===== src/rtl/mem_access_pkg.sv =====
// Shared widths, memory op codes, FSM state encoding and op classification helpers
// for the MEM-stage bus master.
package mem_access_pkg;

  localparam int DATA_WIDTH  = 32;
  localparam int ADDR_WIDTH  = 32;
  localparam int RDATA_WIDTH = 32;
  localparam int RADDR_WIDTH = 5;

  localparam logic [DATA_WIDTH-1:0] ZERO          = 32'h0000_0000;
  localparam logic                  WRITE_DISABLE = 1'b0;

  typedef enum logic [3:0] {
    MEM_NOP = 4'd0,
    MEM_LB  = 4'd1,
    MEM_LBU = 4'd2,
    MEM_LH  = 4'd3,
    MEM_LHU = 4'd4,
    MEM_LW  = 4'd5,
    MEM_SB  = 4'd6,
    MEM_SH  = 4'd7,
    MEM_SW  = 4'd8
  } mem_op_e;

  typedef enum logic [1:0] {
    ST_IDLE = 2'd0,
    ST_BUSY = 2'd1,
    ST_DONE = 2'd2
  } state_e;

  function automatic logic op_is_load(input mem_op_e op);
    return op inside {MEM_LB, MEM_LBU, MEM_LH, MEM_LHU, MEM_LW};
  endfunction

  function automatic logic op_is_store(input mem_op_e op);
    return op inside {MEM_SB, MEM_SH, MEM_SW};
  endfunction

  function automatic logic op_aligned(input mem_op_e op, input logic [1:0] addr_lo);
    logic ok;
    case (op)
      MEM_LH, MEM_LHU, MEM_SH: ok = (addr_lo[0] == 1'b0);
      MEM_LW, MEM_SW:          ok = (addr_lo == 2'b00);
      default:                 ok = 1'b1;
    endcase
    return ok;
  endfunction

endpackage


===== src/rtl/mem_access_if.sv =====
// Data-bus req/ack interface between the MEM stage (master) and memory (slave).
interface mem_access_if;
  import mem_access_pkg::*;

  logic                  bus_req_out;
  logic [ADDR_WIDTH-1:0] bus_addr_out;
  logic                  bus_we_out;
  logic [3:0]            bus_sel_out;
  logic [DATA_WIDTH-1:0] bus_wdata_out;
  logic [DATA_WIDTH-1:0] bus_rdata_in;
  logic                  bus_ack_in;

  modport master (
    output bus_req_out, bus_addr_out, bus_we_out, bus_sel_out, bus_wdata_out,
    input  bus_rdata_in, bus_ack_in
  );

  modport slave (
    input  bus_req_out, bus_addr_out, bus_we_out, bus_sel_out, bus_wdata_out,
    output bus_rdata_in, bus_ack_in
  );

endinterface


===== src/rtl/mem_access_lane_fmt.sv =====
// mem_lane_fmt: byte-lane select, store-data replication and load extract/extend
// from op and the low address bits. Purely combinational.
module mem_lane_fmt
  import mem_access_pkg::*;
(
  input  mem_op_e               i_op,
  input  logic [1:0]            i_addr_lo,
  input  logic [DATA_WIDTH-1:0] i_st_data,
  input  logic [DATA_WIDTH-1:0] i_ld_data,
  output logic [3:0]            o_sel,
  output logic [DATA_WIDTH-1:0] o_wdata,
  output logic [DATA_WIDTH-1:0] o_rdata
);

  logic [7:0]  w_byte;
  logic [15:0] w_half;
  logic [3:0]  w_byte_sel;
  logic [3:0]  w_half_sel;

  // Lane picking and formatting for every op class.
  always_comb begin
    w_byte     = i_ld_data[{i_addr_lo, 3'b000} +: 8];
    w_half     = i_addr_lo[1] ? i_ld_data[31:16] : i_ld_data[15:0];
    w_byte_sel = 4'b0001 << i_addr_lo;
    w_half_sel = i_addr_lo[1] ? 4'b1100 : 4'b0011;
    o_sel      = 4'b0000;
    o_wdata    = ZERO;
    o_rdata    = ZERO;
    case (i_op)
      MEM_LB:  begin o_sel = w_byte_sel; o_rdata = {{24{w_byte[7]}}, w_byte}; end
      MEM_LBU: begin o_sel = w_byte_sel; o_rdata = {24'h000000, w_byte}; end
      MEM_LH:  begin o_sel = w_half_sel; o_rdata = {{16{w_half[15]}}, w_half}; end
      MEM_LHU: begin o_sel = w_half_sel; o_rdata = {16'h0000, w_half}; end
      MEM_LW:  begin o_sel = 4'b1111;    o_rdata = i_ld_data; end
      MEM_SB:  begin o_sel = w_byte_sel; o_wdata = {4{i_st_data[7:0]}}; end
      MEM_SH:  begin o_sel = w_half_sel; o_wdata = {2{i_st_data[15:0]}}; end
      MEM_SW:  begin o_sel = 4'b1111;    o_wdata = i_st_data; end
      default: begin o_sel = 4'b0000;    o_wdata = ZERO; end
    endcase
  end

endmodule


===== src/rtl/mem_access.sv =====
// mem_access: MEM-stage bus master turning loads/stores into single req/ack transactions.
// Optional macro MEM_BUS_TIMEOUT_EN aborts a transaction after TIMEOUT_CYCLES without ack.
module mem_access
  import mem_access_pkg::*;
#(
  parameter int TIMEOUT_CYCLES = 256
) (
  input  logic                   clk_in,
  input  logic                   reset_in,
  input  logic [RDATA_WIDTH-1:0] reg_wdata_in,
  input  logic [RADDR_WIDTH-1:0] reg_waddr_in,
  input  logic                   reg_we_in,
  input  logic [DATA_WIDTH-1:0]  mem_data_in,
  input  logic [ADDR_WIDTH-1:0]  mem_addr_in,
  input  logic                   mem_we_in,
  input  logic [3:0]             mem_op_in,
  mem_access_if.master           bus,
  output logic [RDATA_WIDTH-1:0] reg_wdata_out,
  output logic [RADDR_WIDTH-1:0] reg_waddr_out,
  output logic                   reg_we_out,
  output logic                   stall_req_out,
  output logic                   misalign_out
);

  state_e                 r_state;
  state_e                 w_state_nxt;
  logic [ADDR_WIDTH-1:0]  r_addr;
  logic [DATA_WIDTH-1:0]  r_data;
  logic [DATA_WIDTH-1:0]  r_rdata;
  mem_op_e                r_op;
  logic [RADDR_WIDTH-1:0] r_waddr;
  logic                   r_we;
  logic                   r_err;

  mem_op_e                w_op;
  logic                   w_is_mem;
  logic                   w_aligned;
  logic                   w_issue;
  logic                   w_tmo_hit;
  logic [3:0]             w_sel;
  logic [DATA_WIDTH-1:0]  w_fmt_wdata;
  logic [DATA_WIDTH-1:0]  w_fmt_rdata;
  logic                   w_unused_mem_we;

  // Op decode trusts mem_op_in; mem_we_in only duplicates it.
  assign w_unused_mem_we = mem_we_in;
  assign w_op            = mem_op_e'(mem_op_in);
  assign w_is_mem        = op_is_load(w_op) | op_is_store(w_op);
  assign w_aligned       = op_aligned(w_op, mem_addr_in[1:0]);
  assign w_issue         = (r_state == ST_IDLE) & w_is_mem & w_aligned;

  mem_lane_fmt u_fmt (
    .i_op      (r_op),
    .i_addr_lo (r_addr[1:0]),
    .i_st_data (r_data),
    .i_ld_data (r_rdata),
    .o_sel     (w_sel),
    .o_wdata   (w_fmt_wdata),
    .o_rdata   (w_fmt_rdata)
  );

`ifdef MEM_BUS_TIMEOUT_EN
  localparam int TMO_W = (TIMEOUT_CYCLES > 2) ? $clog2(TIMEOUT_CYCLES) : 1;
  localparam logic [TMO_W-1:0] TMO_LAST = TMO_W'(TIMEOUT_CYCLES - 1);
  logic [TMO_W-1:0] r_tmo_cnt;

  // Counts BUSY cycles since the transaction was issued.
  always_ff @(posedge clk_in or negedge reset_in) begin
    if (!reset_in) begin
      r_tmo_cnt <= {TMO_W{1'b0}};
    end else if (w_issue) begin
      r_tmo_cnt <= {TMO_W{1'b0}};
    end else if (r_state == ST_BUSY) begin
      r_tmo_cnt <= r_tmo_cnt + TMO_W'(1);
    end else begin
      r_tmo_cnt <= r_tmo_cnt;
    end
  end

  assign w_tmo_hit = (r_state == ST_BUSY) & (r_tmo_cnt == TMO_LAST);
`else
  // Never fires; the parameter stays referenced so both builds share one interface.
  assign w_tmo_hit = (TIMEOUT_CYCLES < 32'sd0);
`endif

  // State register and transaction capture.
  always_ff @(posedge clk_in or negedge reset_in) begin
    if (!reset_in) begin
      r_state <= ST_IDLE;
      r_addr  <= {ADDR_WIDTH{1'b0}};
      r_data  <= ZERO;
      r_rdata <= ZERO;
      r_op    <= MEM_NOP;
      r_waddr <= {RADDR_WIDTH{1'b0}};
      r_we    <= WRITE_DISABLE;
      r_err   <= 1'b0;
    end else begin
      r_state <= w_state_nxt;
      if (w_issue) begin
        r_addr  <= mem_addr_in;
        r_data  <= mem_data_in;
        r_op    <= w_op;
        r_waddr <= reg_waddr_in;
        r_we    <= reg_we_in;
        r_err   <= 1'b0;
      end
      if ((r_state == ST_BUSY) && bus.bus_ack_in) begin
        r_rdata <= bus.bus_rdata_in;
      end else if (w_tmo_hit) begin
        r_err <= 1'b1;
      end
    end
  end

  // Next state and all outputs; reset low forces every output to zero at once.
  always_comb begin
    w_state_nxt       = r_state;
    bus.bus_req_out   = 1'b0;
    bus.bus_addr_out  = {ADDR_WIDTH{1'b0}};
    bus.bus_we_out    = 1'b0;
    bus.bus_sel_out   = 4'b0000;
    bus.bus_wdata_out = ZERO;
    reg_wdata_out     = ZERO;
    reg_waddr_out     = {RADDR_WIDTH{1'b0}};
    reg_we_out        = WRITE_DISABLE;
    stall_req_out     = 1'b0;
    misalign_out      = 1'b0;
    if (reset_in) begin
      case (r_state)
        ST_IDLE: begin
          if (!w_is_mem) begin
            reg_wdata_out = reg_wdata_in;
            reg_waddr_out = reg_waddr_in;
            reg_we_out    = reg_we_in;
          end else if (!w_aligned) begin
            misalign_out  = 1'b1;
          end else begin
            stall_req_out = 1'b1;
            w_state_nxt   = ST_BUSY;
          end
        end
        ST_BUSY: begin
          bus.bus_req_out   = 1'b1;
          bus.bus_addr_out  = {r_addr[ADDR_WIDTH-1:2], 2'b00};
          bus.bus_we_out    = op_is_store(r_op);
          bus.bus_sel_out   = w_sel;
          bus.bus_wdata_out = w_fmt_wdata;
          stall_req_out     = 1'b1;
          if (bus.bus_ack_in || w_tmo_hit) begin
            w_state_nxt = ST_DONE;
          end else begin
            w_state_nxt = ST_BUSY;
          end
        end
        ST_DONE: begin
          reg_waddr_out = r_waddr;
          w_state_nxt   = ST_IDLE;
          if (r_err) begin
            misalign_out  = 1'b1;
          end else if (op_is_load(r_op)) begin
            reg_we_out    = 1'b1;
            reg_wdata_out = w_fmt_rdata;
          end else begin
            reg_we_out    = r_we;
          end
        end
        default: begin
          w_state_nxt = ST_IDLE;
        end
      endcase
    end else begin
      w_state_nxt   = ST_IDLE;
      stall_req_out = 1'b0;
    end
  end

endmodule


===== src/flat_wrapper.sv =====
// flat-port wrapper written by rule: the top's interface ports become plain ports
module mem_access_flat import mem_access_pkg::*;
#(
  parameter int TIMEOUT_CYCLES = 256
)
  (clk_in, reset_in, reg_wdata_in, reg_waddr_in, reg_we_in, mem_data_in, mem_addr_in, mem_we_in, mem_op_in, reg_wdata_out, reg_waddr_out, reg_we_out, stall_req_out, misalign_out, bus_bus_req_out, bus_bus_addr_out, bus_bus_we_out, bus_bus_sel_out, bus_bus_wdata_out, bus_bus_rdata_in, bus_bus_ack_in);
  mem_access_if bus_i ();
  input  logic clk_in;
  input  logic reset_in;
  input  logic [RDATA_WIDTH-1:0] reg_wdata_in;
  input  logic [RADDR_WIDTH-1:0] reg_waddr_in;
  input  logic reg_we_in;
  input  logic [DATA_WIDTH-1:0] mem_data_in;
  input  logic [ADDR_WIDTH-1:0] mem_addr_in;
  input  logic mem_we_in;
  input  logic [3:0] mem_op_in;
  output logic [RDATA_WIDTH-1:0] reg_wdata_out;
  output logic [RADDR_WIDTH-1:0] reg_waddr_out;
  output logic reg_we_out;
  output logic stall_req_out;
  output logic misalign_out;
  output wire logic [$bits(bus_i.bus_req_out)-1:0] bus_bus_req_out;
  output wire logic [$bits(bus_i.bus_addr_out)-1:0] bus_bus_addr_out;
  output wire logic [$bits(bus_i.bus_we_out)-1:0] bus_bus_we_out;
  output wire logic [$bits(bus_i.bus_sel_out)-1:0] bus_bus_sel_out;
  output wire logic [$bits(bus_i.bus_wdata_out)-1:0] bus_bus_wdata_out;
  input wire logic [$bits(bus_i.bus_rdata_in)-1:0] bus_bus_rdata_in;
  input wire logic [$bits(bus_i.bus_ack_in)-1:0] bus_bus_ack_in;
  assign bus_bus_req_out = bus_i.bus_req_out;
  assign bus_bus_addr_out = bus_i.bus_addr_out;
  assign bus_bus_we_out = bus_i.bus_we_out;
  assign bus_bus_sel_out = bus_i.bus_sel_out;
  assign bus_bus_wdata_out = bus_i.bus_wdata_out;
  assign bus_i.bus_rdata_in = bus_bus_rdata_in;
  assign bus_i.bus_ack_in = bus_bus_ack_in;
  mem_access #(.TIMEOUT_CYCLES(TIMEOUT_CYCLES)) u_core (.clk_in(clk_in), .reset_in(reset_in), .reg_wdata_in(reg_wdata_in), .reg_waddr_in(reg_waddr_in), .reg_we_in(reg_we_in), .mem_data_in(mem_data_in), .mem_addr_in(mem_addr_in), .mem_we_in(mem_we_in), .mem_op_in(mem_op_in), .bus(bus_i), .reg_wdata_out(reg_wdata_out), .reg_waddr_out(reg_waddr_out), .reg_we_out(reg_we_out), .stall_req_out(stall_req_out), .misalign_out(misalign_out));
endmodule

===== config.mk =====
export PLATFORM = sky130hd
export DESIGN_NAME = mem_access_flat
export DESIGN_NICKNAME = d
export VERILOG_FILES = /design/src/rtl/mem_access_pkg.sv /design/src/rtl/mem_access_if.sv /design/src/rtl/mem_access_lane_fmt.sv /design/src/rtl/mem_access.sv /design/src/flat_wrapper.sv
export SDC_FILE = /design/constraint.sdc
export NUM_CORES = 1
export LEC_CHECK = 0
export ABC_AREA = 1
export BUFFER_PORTS_ARGS = -buffer_cell sky130_fd_sc_hd__buf_2
export CAP_MARGIN = 25
export CELL_PAD_IN_SITES_DETAIL_PLACEMENT = 2
export CELL_PAD_IN_SITES_GLOBAL_PLACEMENT = 2
export CORE_ASPECT_RATIO = 0.7
export CORE_MARGIN = 1
export CORE_UTILIZATION = 28
export CTS_CLUSTER_SIZE = 12
export DETAILED_ROUTE_END_ITERATION = 8
export PLACE_DENSITY = 0.94
export SYNTH_ARGS = -nofsm -noshare
export SYNTH_HDL_FRONTEND = slang
export SYNTH_SLANG_ARGS = --single-unit

===== constraint.sdc =====
create_clock -name clk_in -period 4.7 [get_ports clk_in]
set_clock_uncertainty 0.15 [all_clocks]
set_input_delay 0.705 -clock clk_in [delete_from_list [all_inputs] [get_ports clk_in]]
set_output_delay 0.705 -clock clk_in [all_outputs]
set_load 0.02 [all_outputs]

-- Word-level counts from Yosys, hierarchy flattened
Cells that the tools add are included.
- bits of input ports: 142
- output and inout port bits: 110
- bits in registers: 108
- word-level logic and storage cells: 86
- equal/unequal tests: 20
- shift-type cells: 2
- muxes and demuxes: 40
- reductions and logical operators: 13
- bitwise logic cells: 4
- operators by type and width (kind ; number):
    32-bit 2-to-1 mux ; 7
    32-bit one-hot mux with 5 select lines ; 1
    32-bit one-hot mux with 3 select lines ; 1
    32-bit one-hot mux with 2 select lines ; 1
    4-bit by 3-bit equality test with 1-bit output, second input constant ; 8
    32-bit by 6-bit indexed part select with 8-bit output ; 1
    4-bit by 2-bit equality test with 1-bit output, second input constant ; 4
    16-bit 2-to-1 mux ; 1
    1-bit 2-to-1 mux ; 14
    4-bit 2-to-1 mux ; 3
    4-bit one-hot mux with 3 select lines ; 1
    5-bit 2-to-1 mux ; 2
    5-bit one-hot mux with 2 select lines ; 1
    5-bit nonzero test ; 2
    3-bit OR reduction ; 3
    4-bit by 1-bit equality test with 1-bit output, second input constant ; 2
    4-bit equality test, second input constant ; 2
    2-bit 2-to-1 mux ; 4
    3-bit by 2-bit inequality test with 1-bit output, second input constant ; 2
    1-bit one-hot mux with 2 select lines ; 3
    3-bit nonzero test ; 2
    2-bit zero test ; 2
    2-bit one-hot mux with 2 select lines ; 1
    2-bit OR reduction ; 2
    other kinds (8) ; 9

-- Longest topological paths before layout
Gate-level depths: netlist of run 1.
- depth in word-level cells: 7
- depth in mapped cells: 11
- depth with buffers taken out: 10

-- Cells and area by module
A second synthesis of run 1 with hierarchy kept.
- cells, all modules: 1012
- area, all modules: 6862.8 sq um
- by module, submodules not included (module ; area each (sq um) ; times used ; sequential area each (sq um) ; cells each):
    mem_access ; 5499.0 ; 1 ; 2702.6 ; 705
    mem_lane_fmt ; 1363.8 ; 1 ; 0.0 ; 307

-- Worst setup path after synthesis of run 1
No wires, ideal clock.
- kind: in2out
- from: input reset_in
- to: output reg_wdata_out[16]
- data required time: 3845 ps
- path slack: 2000 ps
- cell stages on the path: 6
- path buffers: 0
- arrival: 1845 ps
- cell sequence: inv_1 -> nor2_1 -> nand2_1 -> inv_1 -> nand2_2 -> o21ai_0
- cells in the longest elaborated chain, start to end: 1
- RTL lines (what ; line ; text):
    from (decl) ; flat_wrapper.sv:9 ; input logic reset_in;
    32-bit 2-to-1 mux ; mem_access.sv:128 ; if (reset_in) begin
    to (decl) ; flat_wrapper.sv:17 ; output logic [RDATA_WIDTH-1:0] reg_wdata_out;
Every way passes these cells.

-- Final worst setup path of run 1
- from: register u_core.r_addr[1]
- to: output reg_wdata_out[19]
- cells in the longest elaborated chain, start to end: 5
- elaborated cells between the ends (all ways): 6
- classes of those cells: shift (1); mux (5)
- RTL lines (what ; line ; text):
    from (decl) ; mem_access.sv:27 ; logic [ADDR_WIDTH-1:0] r_addr;
    from (signal assigned) ; mem_access.sv:90 ; r_addr <= {ADDR_WIDTH{1'b0}};
    from (signal assigned) ; mem_access.sv:100 ; r_addr <= mem_addr_in;
    32-bit by 6-bit indexed part select with 8-bit output or 16-bit 2-to-1 mux (tied branches) ; mem_access_lane_fmt.sv:22, mem_access_lane_fmt.sv:23 ;
    32-bit one-hot mux with 5 select lines (*) ; mem_access_lane_fmt.sv:29 ; case (i_op)
    32-bit 2-to-1 mux (*) ; mem_access.sv:160 ; end else if (op_is_load(r_op)) begin
    32-bit one-hot mux with 2 select lines (*) ; mem_access.sv:129 ; case (r_state)
    32-bit 2-to-1 mux (*) ; mem_access.sv:128 ;
Every way passes the cells marked *; elsewhere a longest branch is shown, timed or not.

==> impl_metrics.env, run 1 <==
export IMPL_outcome="finished clean"
export IMPL_tightest_slew_ns=1.00
export IMPL_synth_top_cell_area_share_pct=40.8
export IMPL_hold_viol=0
export IMPL_p_per_area_nw_per_um2=391
export IMPL_worst_endpoint_arrival_ns=2.97
export IMPL_drive_gt1_share_pct=27.1
export IMPL_cp_max_fo=33
export IMPL_grt_max_degree=75
export IMPL_power_frac_clock_pct=23.6
export IMPL_vias_per_cell=4.92
export IMPL_first_pass_iters=5
export IMPL_max_cap_violations=0
export IMPL_async_reset_ff_share_pct=100
export IMPL_synth_distinct_cells=25
export IMPL_synth_mux_area_share_pct=3.23
export IMPL_synth_cells=980
export IMPL_cts_tree="done"
export IMPL_power_switching_mw=1.34
export IMPL_crit_chain="buf_4 > inv_1 > nand2_1 > nand2_1 > nand3_1 > nand2_1 > a21oi_1 > o21ai_0 > buf_2"
export IMPL_wl_per_cell_um=17.9
export IMPL_yosys_cell_count_top_type="nand2_1"
export IMPL_grt_usage_pct=22.8
export IMPL_setup_viol_count_final=0
export IMPL_ios=252
export IMPL_ir_drop_v=0.000186
export IMPL_ctsResizeCount=0
export IMPL_area_growth_pct=25.8
export IMPL_synth_common_cells="nand2_1 (385), nand3_1 (126), dfrtp_1 (108)"
export IMPL_cts_inserted_buffers=9
export IMPL_gp_congestion=0.798
export IMPL_setup_tns_ns=0
export IMPL_relSlewSlack_pct=33.0
export IMPL_final_min_clock_period_ns=3.82
export IMPL_path_class="reg -> out"
export IMPL_synth_avg_cell_area_um2=6.76
export IMPL_initial_core_util_pct=28.9
export IMPL_drtAntennaViolNets=0
export IMPL_cts_num_sinks=108
export IMPL_rsz0062_at_grt="false"
export IMPL_insertion_delay_ns=0.35
export IMPL_drt_iter0_markers=268
export IMPL_num_vias=7453
export IMPL_cts_root_buf="clkbuf_16"
export IMPL_end_kind="primary output"
export IMPL_cp_top_family="simple AND/OR/NAND/NOR gates"
export IMPL_path_buf_inv=3
export IMPL_die_x_um=186
export IMPL_fin_nets=1338
export IMPL_syn_area_um2=6630
export IMPL_synth_xor_area_share_pct=0
export IMPL_hold_path_depth=2
export IMPL_io_buffer_count=248
export IMPL_slew_violations=0
export IMPL_whs_ns=0.327
export IMPL_rows=46
export IMPL_antenna_found_initial=3
export IMPL_crit_cells=9
export IMPL_synth_compound_area_share_pct=7.69
export IMPL_p_seq_share_pct=41.5
export IMPL_h_tree_depth=3
export IMPL_synth_area_top_cells="dfrtp_1 (41%), nand2_1 (22%), nand3_1 (9.5%)"
export IMPL_synth_top_area_cell="dfrtp_1"
export IMPL_grt_pass1_vias=7895
export IMPL_ys_ff_latch=108
export IMPL_synth_edf_count=0
export IMPL_required_ns=3.85
export IMPL_coreArea_um2=22900
export IMPL_die_area_um2=24300
export IMPL_max_freq_ghz=0.262
export IMPL_synth_top_family_by_area="simple AND/OR/NAND/NOR gates"
export IMPL_hp_class="reg -> reg"
export IMPL_synth_flop_cell="dfrtp_1"
export IMPL_combPwrFrac_pct=35.0
export IMPL_p_int_mw=1.92
export IMPL_drt_wl_total_um=27100
export IMPL_cts_setup_buffers=0
export IMPL_die_h_um=131
export IMPL_yosysWarnings=0
export IMPL_drc=0
export IMPL_hpwl_um=20300
export IMPL_max_stage_delay_ns=0.48
export IMPL_reg2reg_depth=4
export IMPL_synth_simple_gate_area_share_pct=39.0
export IMPL_p_leak_nw=4.78
export IMPL_grt_ovfl_total=0
export IMPL_grt_pass1_wl_um=42600
export IMPL_clk_pin_slew_worst_paths_ns=0.08
export IMPL_start_kind="flip-flop"
export IMPL_ctsHoldBuffers=0
export IMPL_crit_top_cell="nand2_1"
export IMPL_synth_adder_area_share_pct=0
export IMPL_cts_buffer_depth=2
export IMPL_ys_seq_area_share_pct=40.8
export IMPL_worst_path_max_delay_cell="nand2_1"
export IMPL_finalCritPeriodShare_pct=81.3
export IMPL_switching_share_pct=41.2
sequential cells by signal, summed over array words and instances (netlist names):
signal and count:
u_core.r_addr 32, u_core.r_data 32, u_core.r_op 4, u_core.r_rdata 32
u_core.r_state 2, u_core.r_waddr 5, u_core.r_we 1
cell usage in the layout, fill, tap and decap left out:
cell and instances:
a21oi_1 52, a22o_1 5, buf_2 247, buf_4 15, clkbuf_1 1, clkbuf_16 9
clkbuf_8 1, clkinv_4 3, conb_1 2, dfrtp_1 108, diode_2 1, inv_1 63
inv_2 11, inv_6 2, mux2_2 19, nand2_1 383, nand2_2 7, nand2_4 1
nand3_1 126, nand4_1 5, nor2_1 91, nor2_2 2, nor2_4 5, nor3_4 1
o211ai_1 2, o21ai_0 37, o21ai_1 1, or2_2 2
final timing paths:
kind / start / endpoint / slack, ns
max in group asynchronous: reset_in / u_core.r_data[3] / 2.77
setup reg to reg: u_core.r_state[1] / u_core.r_rdata[31] / 2.24
setup / recovery: u_core.r_addr[1] / reg_wdata_out[19] / 0.88
hold / removal: u_core.r_addr[2] / u_core.r_addr[2] / 0.33
hold reg to reg: u_core.r_addr[2] / u_core.r_addr[2] / 0.33
min in group asynchronous: reset_in / u_core.r_rdata[0] / 0.36
logic make-up after synthesis:
family                 Yosys count
and+or+nand+nor                623
buffers and inverters          132
DFF                            108
AOI/OAI and AO/OA               97
muxes                           19
other                            1
cell type report:
cell class                      instances  area (µm²)
Fill cell                            2878       14600
Multi-Input combinational cell        741        3320
Sequential cell                       108        2700
Timing Repair Buffer                  262        1350
Tap cell                              312         390
Inverter                               74         278
Clock buffer                           11         243
Clock inverter                          5        43.8
Antenna cell                            1        2.50
worst reg2reg max path, delay by kind of cell, from the launching register on:
kind                   cells  cell delay, ns
buffers and inverters      1            0.34
flip-flops                 1            0.49
AND/OR/NAND/NOR            2            0.80
multiplexers               1            0.55
layer usage:
metal  routed length [µm]  GRT usage, %  vias to the layer above
met5                   27             0                        -
met1                12100          29.5                     3684
met4                  398          5.79                        4
met3                 1750          5.68                       35
li1                     -             -                     3517
met2                12900          37.9                      213
power by group through the flow:
stage / Combinational (mW) / Sequential (mW) / Clock, mW
floorplan: 0.780 / 1.30 / 0
global route: 1.28 / 1.38 / 0.829
detailed placement: 1.14 / 1.37 / 0
finish: 1.14 / 1.35 / 0.769
CTS: 1.15 / 1.35 / 0.793
global placement: 1.08 / 1.34 / 0
stage by stage:
step           power, mW  instances  setup WS, ns  area [µm²]  util (%)
6_report            3.26       1514         0.878        8330      36.4
5_1_grt             3.49       1514         0.615        8330      36.4
4_1_cts             3.30       1513         0.931        8330      36.4
3_5_place_dp        2.51       1497          1.32        8040      35.1
3_3_place_gp        2.42       1496          1.42        8040      35.1
2_1_floorplan       2.08        981          2.00        6630         -
(Power assumes the default switching activity.)
==> run 2: changes to the inputs <==
- CORE_UTILIZATION: 28 -> 23
- PLACE_DENSITY: 0.94 -> 0.83
- clock period: 4.7 -> 3.4 ns (I/O delays scaled with it)
==> run 2 against run 1 <==
Effect of this change:
- non-clock buffer count rose by 5
- cell area rose by 1.5%
- utilization fell by 6.2 points
- power rose by 40%
- sequential share of layout area fell by 0.47 points
- die area rose by 21%
- combinational power rose by 37%
- first-iteration DRC count fell by 11%
==> impl_metrics.env, run 2 (synthesized netlist as in run 1, its figures left out) <==
export IMPL_grt_max_degree=75
export IMPL_final_common_cell="nand2_1"
export IMPL_final_cell_mix="nand2_1 (382), buf_2 (247), nand3_1 (126)"
export IMPL_max_stage_delay_ns=0.49
export IMPL_outcome="finished clean"
export IMPL_grt_usage_pct=19.2
export IMPL_worst_endpoint_arrival_ns=2.46
export IMPL_rows=51
export IMPL_ios=252
export IMPL_insertion_delay_ns=0.36
export IMPL_cts_inserted_buffers=9
export IMPL_wl_met1_um=13200
export IMPL_drive_gt1_share_pct=27.4
export IMPL_crit_chain="nor2_4 > inv_1 > nor2_1 > nand2_2 > nand2_4 > inv_2 > nor2_1 > buf_2"
export IMPL_clk_pin_slew_worst_paths_ns=0.08
export IMPL_die_h_um=144
export IMPL_setup_tns_ns=0
export IMPL_cp_max_fo=18
export IMPL_dr_wl_met2_um=12800
export IMPL_top_layer="met4"
export IMPL_first_pass_iters=4
export IMPL_rrSetupSlack_ns=1.00
export IMPL_hpwl_um=20800
export IMPL_worst_path_max_delay_cell="dfrtp_1"
export IMPL_rr_endpoint="u_core.r_rdata[12]"
export IMPL_p_seq_share_pct=41.5
export IMPL_hold_viol=0
export IMPL_end_kind="primary output"
export IMPL_vias_per_cell=4.64
export IMPL_dr_wl_met3_um=1710
export IMPL_drtAntennaViolNets=0
export IMPL_gp_congestion=0.820
export IMPL_die_area_um2=29500
export IMPL_grt_ovfl_total=0
export IMPL_timing_rr_start="u_core.r_state[1]"
export IMPL_combPwrFrac_pct=34.2
export IMPL_cts_root_buf="clkbuf_16"
export IMPL_cts_num_sinks=108
export IMPL_hp_class="in -> async"
export IMPL_max_freq_ghz=0.321
export IMPL_initial_core_util_pct=23.6
export IMPL_setup_viol_count_final=0
export IMPL_tightest_slew_ns=0.858
export IMPL_switching_share_pct=40.3
export IMPL_finalCritPeriodShare_pct=91.7
export IMPL_drt_iter0_markers=239
export IMPL_grt_pass1_wl_um=43300
export IMPL_largestRegisters="u_core.r_addr: 32 flops, u_core.r_data: 32 flops, u_core.r_rdata: 32 flops"
export IMPL_crit_top_cell="nor2_1"
export IMPL_path_class="reg -> out"
export IMPL_wl_per_cell_um=17.8
export IMPL_cts_buffer_depth=2
export IMPL_required_ns=2.74
export IMPL_drc=0
export IMPL_whs_ns=0.146
export IMPL_max_cap_violations=0
export IMPL_drt_wl_total_um=28100
export IMPL_rsz0062_at_grt="false"
export IMPL_cts_tree="done"
export IMPL_die_x_um=205
export IMPL_grt_pass1_vias=7649
export IMPL_power_switching_mw=1.84
export IMPL_num_vias=7322
export IMPL_coreArea_um2=28100
export IMPL_io_buffer_count=248
export IMPL_h_tree_depth=3
export IMPL_p_int_mw=2.73
export IMPL_p_per_area_nw_per_um2=540
export IMPL_ir_drop_v=0.000249
export IMPL_power_frac_clock_pct=24.3
export IMPL_start_kind="flip-flop"
export IMPL_relSlewSlack_pct=42.8
export IMPL_fin_nets=1343
export IMPL_p_leak_nw=4.80
export IMPL_antenna_found_initial=1
export IMPL_ctsHoldBuffers=0
export IMPL_slew_violations=0
export IMPL_area_growth_pct=27.7
export IMPL_reg2reg_depth=5
export IMPL_final_min_clock_period_ns=3.12
## run 2: cell types whose count changed in the layout (fill, tap and decap cells not counted), sizes merged
cell	previous run	this run
bufinv	0	1
inv	76	74
buf	262	267
clkbuf	11	13
clkinvlp	0	1
clkinv	3	1
## run 2: worst max-delay path: cells and delay by family (launching register included)
family,cells,cell delay (ns)
buf+inv,3,0.36
flops,1,0.49
simple gates,5,1.23
## run 2: worst max path at each step
stage / from / to / slack [ns] / depth (start not counted)
after floorplan: reset_in / reg_wdata_out[16] / 1.09 / 6
after global placement: u_core.r_addr[1] / reg_wdata_out[20] / 0.61 / 7
after detailed placement: u_core.r_addr[1] / reg_wdata_out[20] / 0.47 / 7
after CTS: u_core.r_addr[1] / reg_wdata_out[20] / 0.01 / 7
after global routing: u_core.r_op[2] / bus_bus_sel_out[1] / 0.09 / 9
final: u_core.r_state[1] / bus_bus_wdata_out[1] / 0.28 / 8
## run 2: layer usage
layer	GRT usage, %	up-vias
li1	-	3539
met1	26.3	3596
met2	30.7	166
met3	4.66	21
met4	3.78	0
met5	0	-
## run 2: cell type report
cell class / instances / area (µm²)
diodes: 1 / 2.50
clock buffers: 13 / 250
clock inverters: 3 / 46.3
fillers: 3499 / 19600
inverters: 74 / 280
multi-input cells: 741 / 3330
flip-flops and latches: 108 / 2700
well taps: 371 / 464
repair buffers: 267 / 1390
## run 2: power by group through the flow
stage / clock, mW / combinational (mW) / sequential (mW)
2_1_floorplan: 0 / 1.08 / 1.80
3_3_place_gp: 0 / 1.51 / 1.89
3_5_place_dp: 0 / 1.57 / 1.92
4_1_cts: 1.16 / 1.59 / 1.89
5_1_grt: 1.20 / 1.76 / 1.94
6_report: 1.11 / 1.56 / 1.90
## run 2: stage by stage
step	setup slack, ns	total power, mW	std cells	util [%]	area, µm²
after floorplan	1.09	2.88	981	-	6630
after global placement	0.608	3.40	1561	29.0	8160
after detailed placement	0.471	3.49	1561	29.0	8160
after CTS	0.0117	4.64	1577	30.1	8450
after global routing	0.0881	4.91	1577	30.1	8460
final	0.283	4.57	1578	30.1	8460
## run 2: timing repair
action                                  CTS  global route
resized for setup                         0             4
endpoints found under the setup margin    0            11
setup buffers                             0             0
==> run 3: changes to the inputs <==
- RECOVER_POWER: unset -> 50
- TNS_END_PERCENT: unset -> 30
==> run 3 against run 2 <==
Effect of this change:
- the run now ends with capacitance limit, slew limit left
- die area unchanged
- combinational power about the same
- non-clock buffer count unchanged
- critical path depth decreased by 3
- sequential power about the same
- routed wire length about the same
- flip-flop and latch count unchanged
- first-iteration DRC count increased by 2.1%
- sequential share of layout area increased by 0.081 points
- setup slack got worse by 0.028 ns
- clock power about the same
- critical endpoint is now u_core.r_rdata[12]
==> impl_metrics.env, run 3 (synthesized netlist as in run 1, its figures left out) <==
export IMPL_outcome="finished with violations"
export IMPL_violations="capacitance limit, slew limit"
export IMPL_tightest_slew_ns=1.67
export IMPL_max_cap_violations=1
export IMPL_max_stage_delay_ns=0.89
export IMPL_fin_nets=1343
export IMPL_worst_path_max_delay_cell="nand2_1"
export IMPL_wl_met1_um=13400
export IMPL_cts_root_buf="clkbuf_16"
export IMPL_cts_num_sinks=108
export IMPL_worst_endpoint_arrival_ns=3.24
export IMPL_die_area_um2=29500
export IMPL_hold_viol=0
export IMPL_area_growth_pct=27.4
export IMPL_finalCritPeriodShare_pct=92.5
export IMPL_start_kind="flip-flop"
export IMPL_path_class="reg -> reg"
export IMPL_gp_congestion=0.820
export IMPL_drc=0
export IMPL_post_route_util_pct=30.1
export IMPL_cts_inserted_buffers=9
export IMPL_ir_drop_v=0.000250
export IMPL_rsz0062_at_grt="false"
export IMPL_dr_wl_met2_um=12800
export IMPL_max_freq_ghz=0.318
export IMPL_wl_per_cell_um=17.8
export IMPL_insertion_delay_ns=0.36
export IMPL_reg2reg_depth=5
export IMPL_grt_usage_pct=19.2
export IMPL_required_ns=3.50
export IMPL_drt_wl_total_um=28000
export IMPL_largestRegisters="u_core.r_addr: 32 flops, u_core.r_data: 32 flops, u_core.r_rdata: 32 flops"
export IMPL_end_kind="flip-flop"
export IMPL_vias_per_cell=4.64
export IMPL_cp_top_family="buffers and inverters"
export IMPL_dr_wl_met3_um=1490
export IMPL_relSlewSlack_pct=-11.6
export IMPL_pre_cts_slack_ns=0.471
export IMPL_crit_chain="nor2_4 > clkbuf_2 > nand2_1 > buf_4 > mux2_2"
export IMPL_die_h_um=144
export IMPL_grt_ovfl_total=0
export IMPL_ctsHoldBuffers=0
export IMPL_setup_tns_ns=0
export IMPL_antenna_found_initial=1
export IMPL_top_layer="met4"
export IMPL_rows=51
export IMPL_path_buf_inv=2
export IMPL_hold_path_depth=2
export IMPL_grt_pass1_wl_um=43300
export IMPL_p_per_area_nw_per_um2=542
export IMPL_cts_tree="done"
export IMPL_die_x_um=205
export IMPL_drtAntennaViolNets=0
export IMPL_coreArea_um2=28100
export IMPL_crit_cells=5
export IMPL_p_leak_nw=4.79
export IMPL_finalWorstSetupSlack_ns=0.255
export IMPL_hpwl_um=20800
export IMPL_initial_core_util_pct=23.6
export IMPL_cts_buffer_depth=2
export IMPL_num_vias=7322
export IMPL_drt_iter0_markers=244
export IMPL_ios=252
export IMPL_cp_max_fo=31
export IMPL_final_min_clock_period_ns=3.14
export IMPL_final_common_cell="nand2_1"
export IMPL_grt_max_degree=75
export IMPL_io_buffer_count=248
export IMPL_hp_class="in -> reg"
export IMPL_slew_violations=75
export IMPL_h_tree_depth=3
export IMPL_drive_gt1_share_pct=27.1
export IMPL_clk_pin_slew_worst_paths_ns=0.08
export IMPL_grt_pass1_vias=7649
export IMPL_setup_viol_count_final=0
export IMPL_first_pass_iters=4
export IMPL_final_cell_mix="nand2_1 (383), buf_2 (247), nand3_1 (126)"
export IMPL_power_total_mw=4.57
## run 3: path summary, 6_finish.rpt
path | start | to | slack [ns]
worst max register to register | u_core.r_state[1] | u_core.r_rdata[12] | 0.26
worst min-delay path | bus_bus_rdata_in[29] | u_core.r_rdata[29] | 0.22
min in group asynchronous | reset_in | u_core.r_rdata[3] | 0.50
worst max-delay path | u_core.r_state[1] | u_core.r_rdata[12] | 0.26
max in group asynchronous | reset_in | u_core.r_addr[1] | 0.82
worst min register to register | u_core.r_data[31] | u_core.r_data[31] | 0.33
## run 3: per-stage QoR
step	instance area, µm²	cells	hold slack [ns]
after global placement	8160	1561	0.303
after global routing	8440	1577	0.206
after floorplan	6630	981	0.0644
after detailed placement	8160	1561	0.314
final	8440	1578	0.220
after CTS	8450	1577	0.179
## run 3: repair_timing
| item | in CTS | in global routing |
|---|---|---|
| buffers inserted | 0 | 0 |
| resized for setup | 0 | 4 |
| endpoints found under the setup margin | 0 | 11 |
## run 3: report_power, final
| part | total [mW] | switching, mW | internal (mW) |
|---|---|---|---|
| registers | 1.90 | 0.285 | 1.61 |
| logic | 1.56 | 1.04 | 0.520 |
| clock network | 1.11 | 0.516 | 0.596 |
| total | 4.57 | 1.84 | 2.73 |
## run 3: worst reg2reg max path: cells and delay by family, from the launching register on
family                 cells  cell delay [ns]
buffers and inverters      2             1.06
and+or+nand+nor            2             1.05
muxes                      1             0.28
DFF                        1             0.49
## run 3: cell type report
cell class / count / area, µm²
diodes: 1 / 2.50
clock buffers: 13 / 250
clock inverters: 3 / 46.3
fillers: 3504 / 19600
inverters: 74 / 280
multi-input cells: 741 / 3320
flip-flops and latches: 108 / 2700
well taps: 371 / 464
repair buffers: 267 / 1380
## run 3: layer usage
metal	vias up	GRT usage, %
li1	3538	-
met1	3606	26.3
met2	157	30.7
met3	21	4.66
met4	0	3.78
met5	-	0
